`config.mk`:
```
export PLATFORM = sky130hd
export DESIGN_NAME = id_stage
export DESIGN_NICKNAME = d
export VERILOG_FILES = /design/src/rtl/id_stage.sv
export SDC_FILE = /design/constraint.sdc
export NUM_CORES = 2
export LEC_CHECK = 0
export ABC_AREA = 1
export CORE_MARGIN = 2
export CORE_UTILIZATION = 30
export DETAILED_ROUTE_END_ITERATION = 16
export SYNTH_ARGS = -nofsm -noshare
export SYNTH_HDL_FRONTEND = slang
export SYNTH_SLANG_ARGS = --single-unit
```
`constraint.sdc`:
```
create_clock -name clk -period 3.62 [get_ports clk]
set_input_delay 0.724 -clock clk [delete_from_list [all_inputs] [get_ports clk]]
set_output_delay 0.724 -clock clk [all_outputs]
set_load 0.05 [all_outputs]
```
`src/rtl/id_stage.sv`:
```
// id_stage: RV32I decode stage with register file, immediate generation, load-use hazard detection and ID/EX register.
// Optional WB_BYPASS_EN: write-first bypass of write-back data onto the read ports.
module id_stage #(
  parameter int DATA_WIDTH = 32,
  parameter int NREG       = 32
) (
  input  logic                  clk,
  input  logic                  rst_n,
  input  logic [31:0]           ID_pc_i,
  input  logic [31:0]           ID_instr_i,
  input  logic                  flush,
  input  logic                  WB_we_i,
  input  logic [4:0]            WB_rd_i,
  input  logic [DATA_WIDTH-1:0] WB_data_i,
  output logic                  stall,
  output logic [31:0]           EX_pc_o,
  output logic [DATA_WIDTH-1:0] EX_rs1_data_o,
  output logic [DATA_WIDTH-1:0] EX_rs2_data_o,
  output logic [31:0]           EX_imm_o,
  output logic [4:0]            EX_rs1_o,
  output logic [4:0]            EX_rs2_o,
  output logic [4:0]            EX_rd_o,
  output logic [2:0]            EX_funct3_o,
  output logic [3:0]            EX_alu_op_o,
  output logic                  EX_alu_src_o,
  output logic                  EX_pc_src_a_o,
  output logic                  EX_memread_o,
  output logic                  EX_memwrite_o,
  output logic                  EX_regwrite_o,
  output logic                  EX_mem2reg_o,
  output logic                  EX_branch_o,
  output logic                  EX_jump_o
);
  typedef struct packed {
    logic [3:0] alu_op;
    logic       alu_src;
    logic       pc_src_a;
    logic       memread;
    logic       memwrite;
    logic       regwrite;
    logic       mem2reg;
    logic       branch;
    logic       jump;
  } ctrl_t;

  logic [DATA_WIDTH-1:0] rf_q [NREG];
  logic [31:0] instr, imm_d, imm_q, pc_q;
  logic [6:0] opc;
  logic [2:0] f3, f3_q;
  logic is_r, is_i, is_ld, is_st, is_br, is_jal, is_jalr, is_lui, is_auipc;
  logic rs1_used, rs2_used, hazard, kill;
  logic [4:0] rs1_idx, rs2_idx, rd_d, rd_q, rs1_q, rs2_q;
  logic [DATA_WIDTH-1:0] rs1_data, rs2_data, rs1_data_q, rs2_data_q;
  ctrl_t ctrl_d, ctrl_q;

  assign instr    = ID_instr_i;
  assign opc      = instr[6:0];
  assign f3       = instr[14:12];
  assign is_r     = opc == 7'b0110011;
  assign is_i     = opc == 7'b0010011;
  assign is_ld    = opc == 7'b0000011;
  assign is_st    = opc == 7'b0100011;
  assign is_br    = opc == 7'b1100011;
  assign is_jal   = opc == 7'b1101111;
  assign is_jalr  = opc == 7'b1100111;
  assign is_lui   = opc == 7'b0110111;
  assign is_auipc = opc == 7'b0010111;

  always_comb begin
    ctrl_d          = '0;
    ctrl_d.alu_op   = is_r ? {instr[30], f3} :
                      is_i ? {(f3 == 3'b101) & instr[30], f3} :
                      is_br ? 4'b1000 : 4'b0000;
    ctrl_d.alu_src  = is_i | is_ld | is_st | is_jalr | is_lui | is_auipc;
    ctrl_d.pc_src_a = is_jal | is_auipc;
    ctrl_d.memread  = is_ld;
    ctrl_d.memwrite = is_st;
    ctrl_d.regwrite = is_r | is_i | is_ld | is_jal | is_jalr | is_lui | is_auipc;
    ctrl_d.mem2reg  = is_ld;
    ctrl_d.branch   = is_br;
    ctrl_d.jump     = is_jal | is_jalr;
  end

  assign rd_d = ctrl_d.regwrite ? instr[11:7] : 5'd0;

  assign imm_d = is_st ? {{20{instr[31]}}, instr[31:25], instr[11:7]} :
                 is_br ? {{20{instr[31]}}, instr[7], instr[30:25], instr[11:8], 1'b0} :
                 (is_lui | is_auipc) ? {instr[31:12], 12'b0} :
                 is_jal ? {{12{instr[31]}}, instr[19:12], instr[20], instr[30:21], 1'b0} :
                 {{20{instr[31]}}, instr[31:20]};

  assign rs1_idx = is_lui ? 5'd0 : instr[19:15];
  assign rs2_idx = instr[24:20];

`ifdef WB_BYPASS_EN
  assign rs1_data = (rs1_idx == 5'd0) ? '0 : (WB_we_i && WB_rd_i == rs1_idx) ? WB_data_i : rf_q[rs1_idx];
  assign rs2_data = (rs2_idx == 5'd0) ? '0 : (WB_we_i && WB_rd_i == rs2_idx) ? WB_data_i : rf_q[rs2_idx];
`else
  assign rs1_data = (rs1_idx == 5'd0) ? '0 : rf_q[rs1_idx];
  assign rs2_data = (rs2_idx == 5'd0) ? '0 : rf_q[rs2_idx];
`endif

  assign rs1_used = is_r | is_i | is_ld | is_st | is_br | is_jalr;
  assign rs2_used = is_r | is_st | is_br;
  assign hazard   = ctrl_q.memread && rd_q != 5'd0 &&
                    ((rd_q == instr[19:15] && rs1_used) || (rd_q == instr[24:20] && rs2_used));
  // flush squashes the stall; reset holds it low so fetch never sees a stale hazard
  assign stall = rst_n & ~flush & hazard;
  assign kill  = flush | stall;

  always_ff @(posedge clk) begin
    if (!rst_n)
      for (int i = 0; i < NREG; i++) rf_q[i] <= '0;
    else if (WB_we_i && WB_rd_i != 5'd0)
      rf_q[WB_rd_i] <= WB_data_i;
  end

  always_ff @(posedge clk) begin
    if (!rst_n) begin
      pc_q       <= '0;
      rs1_data_q <= '0;
      rs2_data_q <= '0;
      imm_q      <= '0;
      rs1_q      <= '0;
      rs2_q      <= '0;
      rd_q       <= '0;
      f3_q       <= '0;
      ctrl_q     <= '0;
    end else begin
      pc_q       <= ID_pc_i;
      rs1_data_q <= rs1_data;
      rs2_data_q <= rs2_data;
      imm_q      <= imm_d;
      rs1_q      <= rs1_idx;
      rs2_q      <= rs2_idx;
      f3_q       <= f3;
      rd_q       <= kill ? 5'd0 : rd_d;
      ctrl_q     <= kill ? '0 : ctrl_d;
    end
  end

  assign EX_pc_o       = pc_q;
  assign EX_rs1_data_o = rs1_data_q;
  assign EX_rs2_data_o = rs2_data_q;
  assign EX_imm_o      = imm_q;
  assign EX_rs1_o      = rs1_q;
  assign EX_rs2_o      = rs2_q;
  assign EX_rd_o       = rd_q;
  assign EX_funct3_o   = f3_q;
  assign EX_alu_op_o   = ctrl_q.alu_op;
  assign EX_alu_src_o  = ctrl_q.alu_src;
  assign EX_pc_src_a_o = ctrl_q.pc_src_a;
  assign EX_memread_o  = ctrl_q.memread;
  assign EX_memwrite_o = ctrl_q.memwrite;
  assign EX_regwrite_o = ctrl_q.regwrite;
  assign EX_mem2reg_o  = ctrl_q.mem2reg;
  assign EX_branch_o   = ctrl_q.branch;
  assign EX_jump_o     = ctrl_q.jump;
endmodule
```
# Word level (Yosys, flattened, before mapping)
# Memories as Yosys holds them, arrays and structs flattened. A register that Yosys moved wholly into a read port is not among the register bits.
# Index checks and enable logic that the tools add are counted.
[word_totals]
elab_cells = 83
n_memories = 1
mem_bits_rw = 1024
reg_bits = 93
[memory_table]
columns = ["name", "words", "width", "rd", "rd_clocked_by_memory_dff", "wr", "line_no", "rtl"]
rows = [
  ["rf_q", 32, 32, 2, 2, 32, "46", "logic [DATA_WIDTH-1:0] rf_q [NREG];"],
]
[classes]
eq_ne = 12
bitwise_logic = 26
mux = 15
reduce_logical = 15
[op_table]
columns = ["cell", "count"]
rows = [
  ["$mux 31", 3],
  ["$mux 32", 1],
  ["$reduce_or 32->1", 1],
  ["$eq 7x6->1 const B", 3],
  ["$eq 7x7->1 const B", 3],
  ["$mux 20", 1],
  ["$or 1x1->1", 20],
  ["$eq 7x5->1 const B", 2],
  ["$mux 4", 3],
  ["$eq 5x5->1", 2],
  ["$logic_not 5->1", 2],
  ["$mux 5", 2],
  ["$reduce_bool 5->1", 2],
  ["$eq 7x2->1 const B", 1],
  ["$reduce_or 2->1", 3],
  ["$logic_and 1x1->1", 5],
  ["$mux 1", 5],
  ["$and 1x1->1", 3],
  ["$eq 3x3->1 const B", 1],
  ["$not 1->1", 3],
  ["$reduce_or 3->1", 1],
  ["$logic_or 1x1->1", 1],
]

# Longest topological paths before layout
[depth]
ltp_word = 12
mapped_depth = 17

# Least setup slack after synthesis
# OpenSTA, ideal clock, no wires.
[synth_path]
path_kind = "in2out"
startpoint = "input ID_instr_i[1]"
endpoint = "output stall"
path_stages = 9
setup_slack_ps = 116
t_arrival_ps = 2780
required_time_ps = 2896
cell_sequence = "nand2_1 nor3_1 inv_1 or2_2 nand3_1 nand3_1 nand2_1 nand2_1 nor3_1"
[synth_via]
elab_chain_len = 10
elab_cells_between_ends = 18
cone_classes = "6 x eq/ne; 8 x bitwise; 4 x reduce/logical"
[synth_rtl]
columns = ["item", "line_no", "rtl"]
rows = [
  ["start: declaration", "10", "input logic [31:0] ID_instr_i,"],
  ["$eq 7x6->1 / $eq 7x5->1 (equally long branches)", "59, 60", ""],
  ["$or 1x1->1 (5 in series)", "103", "assign rs1_used = is_r | is_i | is_ld | is_st | is_br | is_jalr;"],
  ["$logic_and 1x1->1", "106", "((rd_q == instr[19:15] && rs1_used) || (rd_q == instr[24:20] && rs2_used));"],
  ["$logic_or 1x1->1 *", "106", ""],
  ["$logic_and 1x1->1 *", "105", "assign hazard = ctrl_q.memread && rd_q != 5'd0 &&"],
  ["$and 1x1->1 *", "108", "assign stall = rst_n & ~flush & hazard;"],
  ["end: declaration", "15", "output logic stall,"],
]
# Every way passes the cells marked *; elsewhere a longest branch is shown, timed or not.

# Worst setup path after layout
# Same ends and word-level chain as after synthesis.

==> reports/results.md <==
| Parameter | This run |
|:---|:---|
| Outcome | finished, final reports clean |
| Clk_lat worst skew | 800 ps |
| Setup violation total in the final timing report | 0 |
| Transition time of the tightest slew-check pin | 1009 ps |
| # port buffers | 263 |
| Number of cell rows | 166 |
| Die area | 0.2099 mm² |
| Largest fanout on the critical path | 4 |
| Number of distinct standard cells referenced by the synthesized netlist | 37 |
| Endpoint, Worst Hold | EX_rs2_o[3]$_SDFF_PN0_ |
| Via-per-instance ratio | 5.542 |
| Overall die width | 458.2 µm |
| Total Power | 34.94 mW |
| Pin count of the biggest net entering global routing | 139 |
| Number of CTS-inserted buffers | 131 |
| Startpoint type of the worst setup path | input pin |
| Total via count in the routed design | 57730 |
| Fin Clk Skew | 26.47 ps |
| Number of nets with antenna violations after routing | 0 |
| Root Buffer | sky130_fd_sc_hd__clkbuf_16 |
| CP Class | in -> out |
| Classification of the worst-slack hold path | in -> reg |
| Global-route usage over all layers | 0.2406 |
| Synthesized instance count | 7527 |
| First-pass GRT wire length | 373800 µm |
| Commonest register cell after synthesis | sky130_fd_sc_hd__edfxtp_1 |
| Synthesis-to-layout area growth | 18.40% |
| Max capacitance violation total | 0 |
| Hold bufs inserted after CTS | 0 |
| Nets | 7724 |
| Placer's final routability congestion estimate | 0.9360 |
| Effective utilization at floorplan | 0.3022 |
| RSZ-0062 raised after global routing | false |
| Clock tree from TritonCTS | yes |
| Height of the chip | 458.2 µm |
| Placeable Area | 0.2048 mm² |
| Post-route clock period utilization | 0.9559 |
| CTS clock-pin slew for the worst setup and hold paths | 60 ps |
| Power per unit of standard cell area | 476.9 mW/mm² |
| Number of cells on the worst hold path | 3 |
| Data required time at the worst endpoint | 2900 ps |
| WL final | 261200 µm |
| Number of H-tree levels | 4 |
| Endpoint of the most critical register-to-register path | EX_rs2_data_o[25]$_SDFF_PP0_ |
| Max Transition Viols Final | 0 |
| Number of sinks handled by clock tree synthesis | 1181 |
| Leading cell types in the layout, fill and taps excluded | sky130_fd_sc_hd__nor2_1, sky130_fd_sc_hd__nand2_1, sky130_fd_sc_hd__edfxtp_1 |
| Reg-to-reg critical path startpoint | rf_q[13][25]$_SDFFCE_PN0P_ |
| Launch point of the worst hold path | ID_instr_i[23] |
| Type of destination of the critical path | primary output |
| Yosys warnings | 0 |
| Slack of the worst reg-to-reg path | 1610 ps |
| Detailed-placement wirelength estimate | 157000 µm |
| Final design utilization | 0.3577 |
| Filler Cell Count | 20690 |
| Flip-flop and latch count after synthesis | 1181 |
| Global route overflow | 0 |
| Sum of negative setup slack | 0 ps |
| DR DRC count | 0 |
| TritonRoute pass-1 iters | 6 |
| Number of endpoints with negative hold slack in the final report | 0 |
| Shortest period the worst path allows | 3460 ps |
| Worst voltage drop across the vdd grid | 510.3 µV |
| Number of setup buffers added after CTS | 0 |
| Avg Inst Size Synth | 8.221 µm² |
| Max-slew headroom | 0.3276 |
| Proportion of layout cells with a drive suffix above 1 | 0.08600 |
| Number of antenna violations at the first check in global routing | 16 |
| Final hold slack | 341.9 ps |
| Number of top-level pins | 264 |
| Lkg Pwr | 29.82 nW |
| Fraction of the yosys area taken by sequential cells | 0.5477 |
| Number of violations reported at the end of detailed-routing iteration 0 | 8357 |
| Clock Path Buffers | 3 |
| Vias in the first global route | 54310 |
| Cells resized by post-CTS repair | 0 |
| Count of flip-flops with a built-in enable after synthesis | 1024 |
| Average wire length per cell after detail routing | 25.08 µm |
| Most common cell after layout, fill and taps aside | sky130_fd_sc_hd__nor2_1 |
| Data arrival time of the critical path | 2740 ps |
| Cells on worst reg2reg path | 8 |
| Asr flop ratio synth | 0 |
| Post-Synthesis Cell Area | 0.06188 mm² |
| Highest Clock Rate | 0.2890 GHz |
[synth_stat cells (5+ instances only)]
cell type | number | area, µm²
sky130_fd_sc_hd__nor2_2 | 5 | 31.28
sky130_fd_sc_hd__nor4_1 | 7 | 43.79
sky130_fd_sc_hd__buf_2 | 217 | 1086
sky130_fd_sc_hd__o211ai_1 | 111 | 833.3
sky130_fd_sc_hd__a31oi_1 | 14 | 87.58
sky130_fd_sc_hd__buf_4 | 14 | 105.1
sky130_fd_sc_hd__a21oi_1 | 388 | 1942
sky130_fd_sc_hd__or2_2 | 64 | 400.4
sky130_fd_sc_hd__clkbuf_1 | 369 | 1385
sky130_fd_sc_hd__nor3_1 | 17 | 85.08
sky130_fd_sc_hd__nand2_1 | 1156 | 4339
sky130_fd_sc_hd__o21ai_0 | 626 | 3133
sky130_fd_sc_hd__dfxtp_1 | 157 | 3143
sky130_fd_sc_hd__nor2_1 | 1604 | 6021
sky130_fd_sc_hd__inv_2 | 7 | 26.28
sky130_fd_sc_hd__edfxtp_1 | 1024 | 30750
sky130_fd_sc_hd__buf_1 | 61 | 229.0
sky130_fd_sc_hd__inv_1 | 703 | 2639
sky130_fd_sc_hd__a311oi_1 | 10 | 87.58
sky130_fd_sc_hd__o2111ai_1 | 116 | 1016
sky130_fd_sc_hd__o22ai_1 | 50 | 312.8
sky130_fd_sc_hd__o21ai_1 | 58 | 290.3
sky130_fd_sc_hd__nand3_1 | 693 | 3468
sky130_fd_sc_hd__clkinv_1 | 5 | 18.77
sky130_fd_sc_hd__o31ai_1 | 9 | 67.56
sky130_fd_sc_hd__nand4_1 | 17 | 106.4
[stage by stage]
step / setup slack [ps] / cell area, µm² / std cells
after detailed placement: 21.98 / 68890 / 10170
after floorplan: 115.8 / 61990 / 7558
after global routing: 34.47 / 73260 / 10420
after global placement: 71.72 / 68890 / 10170
after CTS: 160.3 / 73240 / 10410
final: 159.7 / 73260 / 10420
[power breakdown]
part / internal, mW / switching (mW) / total [mW]
sequential: 15.5 / 0.386 / 15.9
combinational: 1.46 / 3.62 / 5.08
clock: 8.17 / 5.77 / 13.9
[routing by layer]
layer | global-route usage | part of all wire
met1 | 0.2986 | 0.36
met2 | 0.3756 | 0.44
met3 | 0.05660 | 0.12
met4 | 0.1542 | 0.072
met5 | 0 | 0.00033
[area by class of cell]
class	instances	area (µm²)	area share
inverter	715	2703	0.03689
clock inverter	53	590.6	0.008061
sequential	1181	33890	0.4626
clock buffer	182	3761	0.05134
timing repair buffer	592	6151	0.08396
antenna	8	20.02	0.0002732
tap	2688	3363	0.04591
multi-input combinational	4998	22780	0.3110
[worst max path at each step]
| stage | slack, ps | to | start |
|---|---|---|---|
| after CTS | 160 | stall | ID_instr_i[1] |
| after global routing | 30 | stall | ID_instr_i[1] |
| after floorplan | 120 | stall | ID_instr_i[1] |
| after global placement | 70 | EX_rs1_data_o[6]$_SDFF_PP0_ | ID_instr_i[4] |
| after detailed placement | 20 | EX_rs1_data_o[18]$_SDFF_PP0_ | ID_instr_i[1] |
| final | 160 | stall | ID_instr_i[1] |
[critical path, stage by stage]
cell                              delay, ps
sky130_fd_sc_hd__clkdlybuf4s50_1        490
sky130_fd_sc_hd__nand2_1                 80
sky130_fd_sc_hd__nor3_1                 240
sky130_fd_sc_hd__inv_1                  120
sky130_fd_sc_hd__or2_2                  310
sky130_fd_sc_hd__nand3_1                 90
sky130_fd_sc_hd__nand3_1                 70
sky130_fd_sc_hd__nand2_1                 70
sky130_fd_sc_hd__nand2_1                110
sky130_fd_sc_hd__nor3_1                 190
sky130_fd_sc_hd__buf_4                  240
[kinds of logic (layout without fill, tap and decap cells)]
kind of cell    after synthesis  after routing  synth area share
buf+inv                    1379           1542           0.08925
other cells                   1             40        0.00006060
xor+xnor                      6              6         0.0008493
simple gates               3571           3571            0.2355
compound gates             1389           1389            0.1266
flops                      1181           1181            0.5477
[sequential cells by signal, indices dropped and copies added, names as in the netlist]
| name | count |
|---|---|
| EX_mem2reg_o | 1 |
| EX_imm_o | 32 |
| EX_pc_src_a_o | 1 |
| EX_funct3_o | 3 |
| EX_rs1_data_o | 32 |
| EX_rs2_data_o | 32 |
| EX_rd_o | 5 |
| EX_alu_op_o | 4 |
| EX_rs2_o | 5 |
| EX_regwrite_o | 1 |
| rf_q | 1024 |
| EX_memwrite_o | 1 |
| EX_rs1_o | 5 |
| EX_branch_o | 1 |
| EX_jump_o | 1 |
| EX_pc_o | 32 |
| EX_alu_src_o | 1 |
No activity file was read; power rests on OpenSTA's default activity.
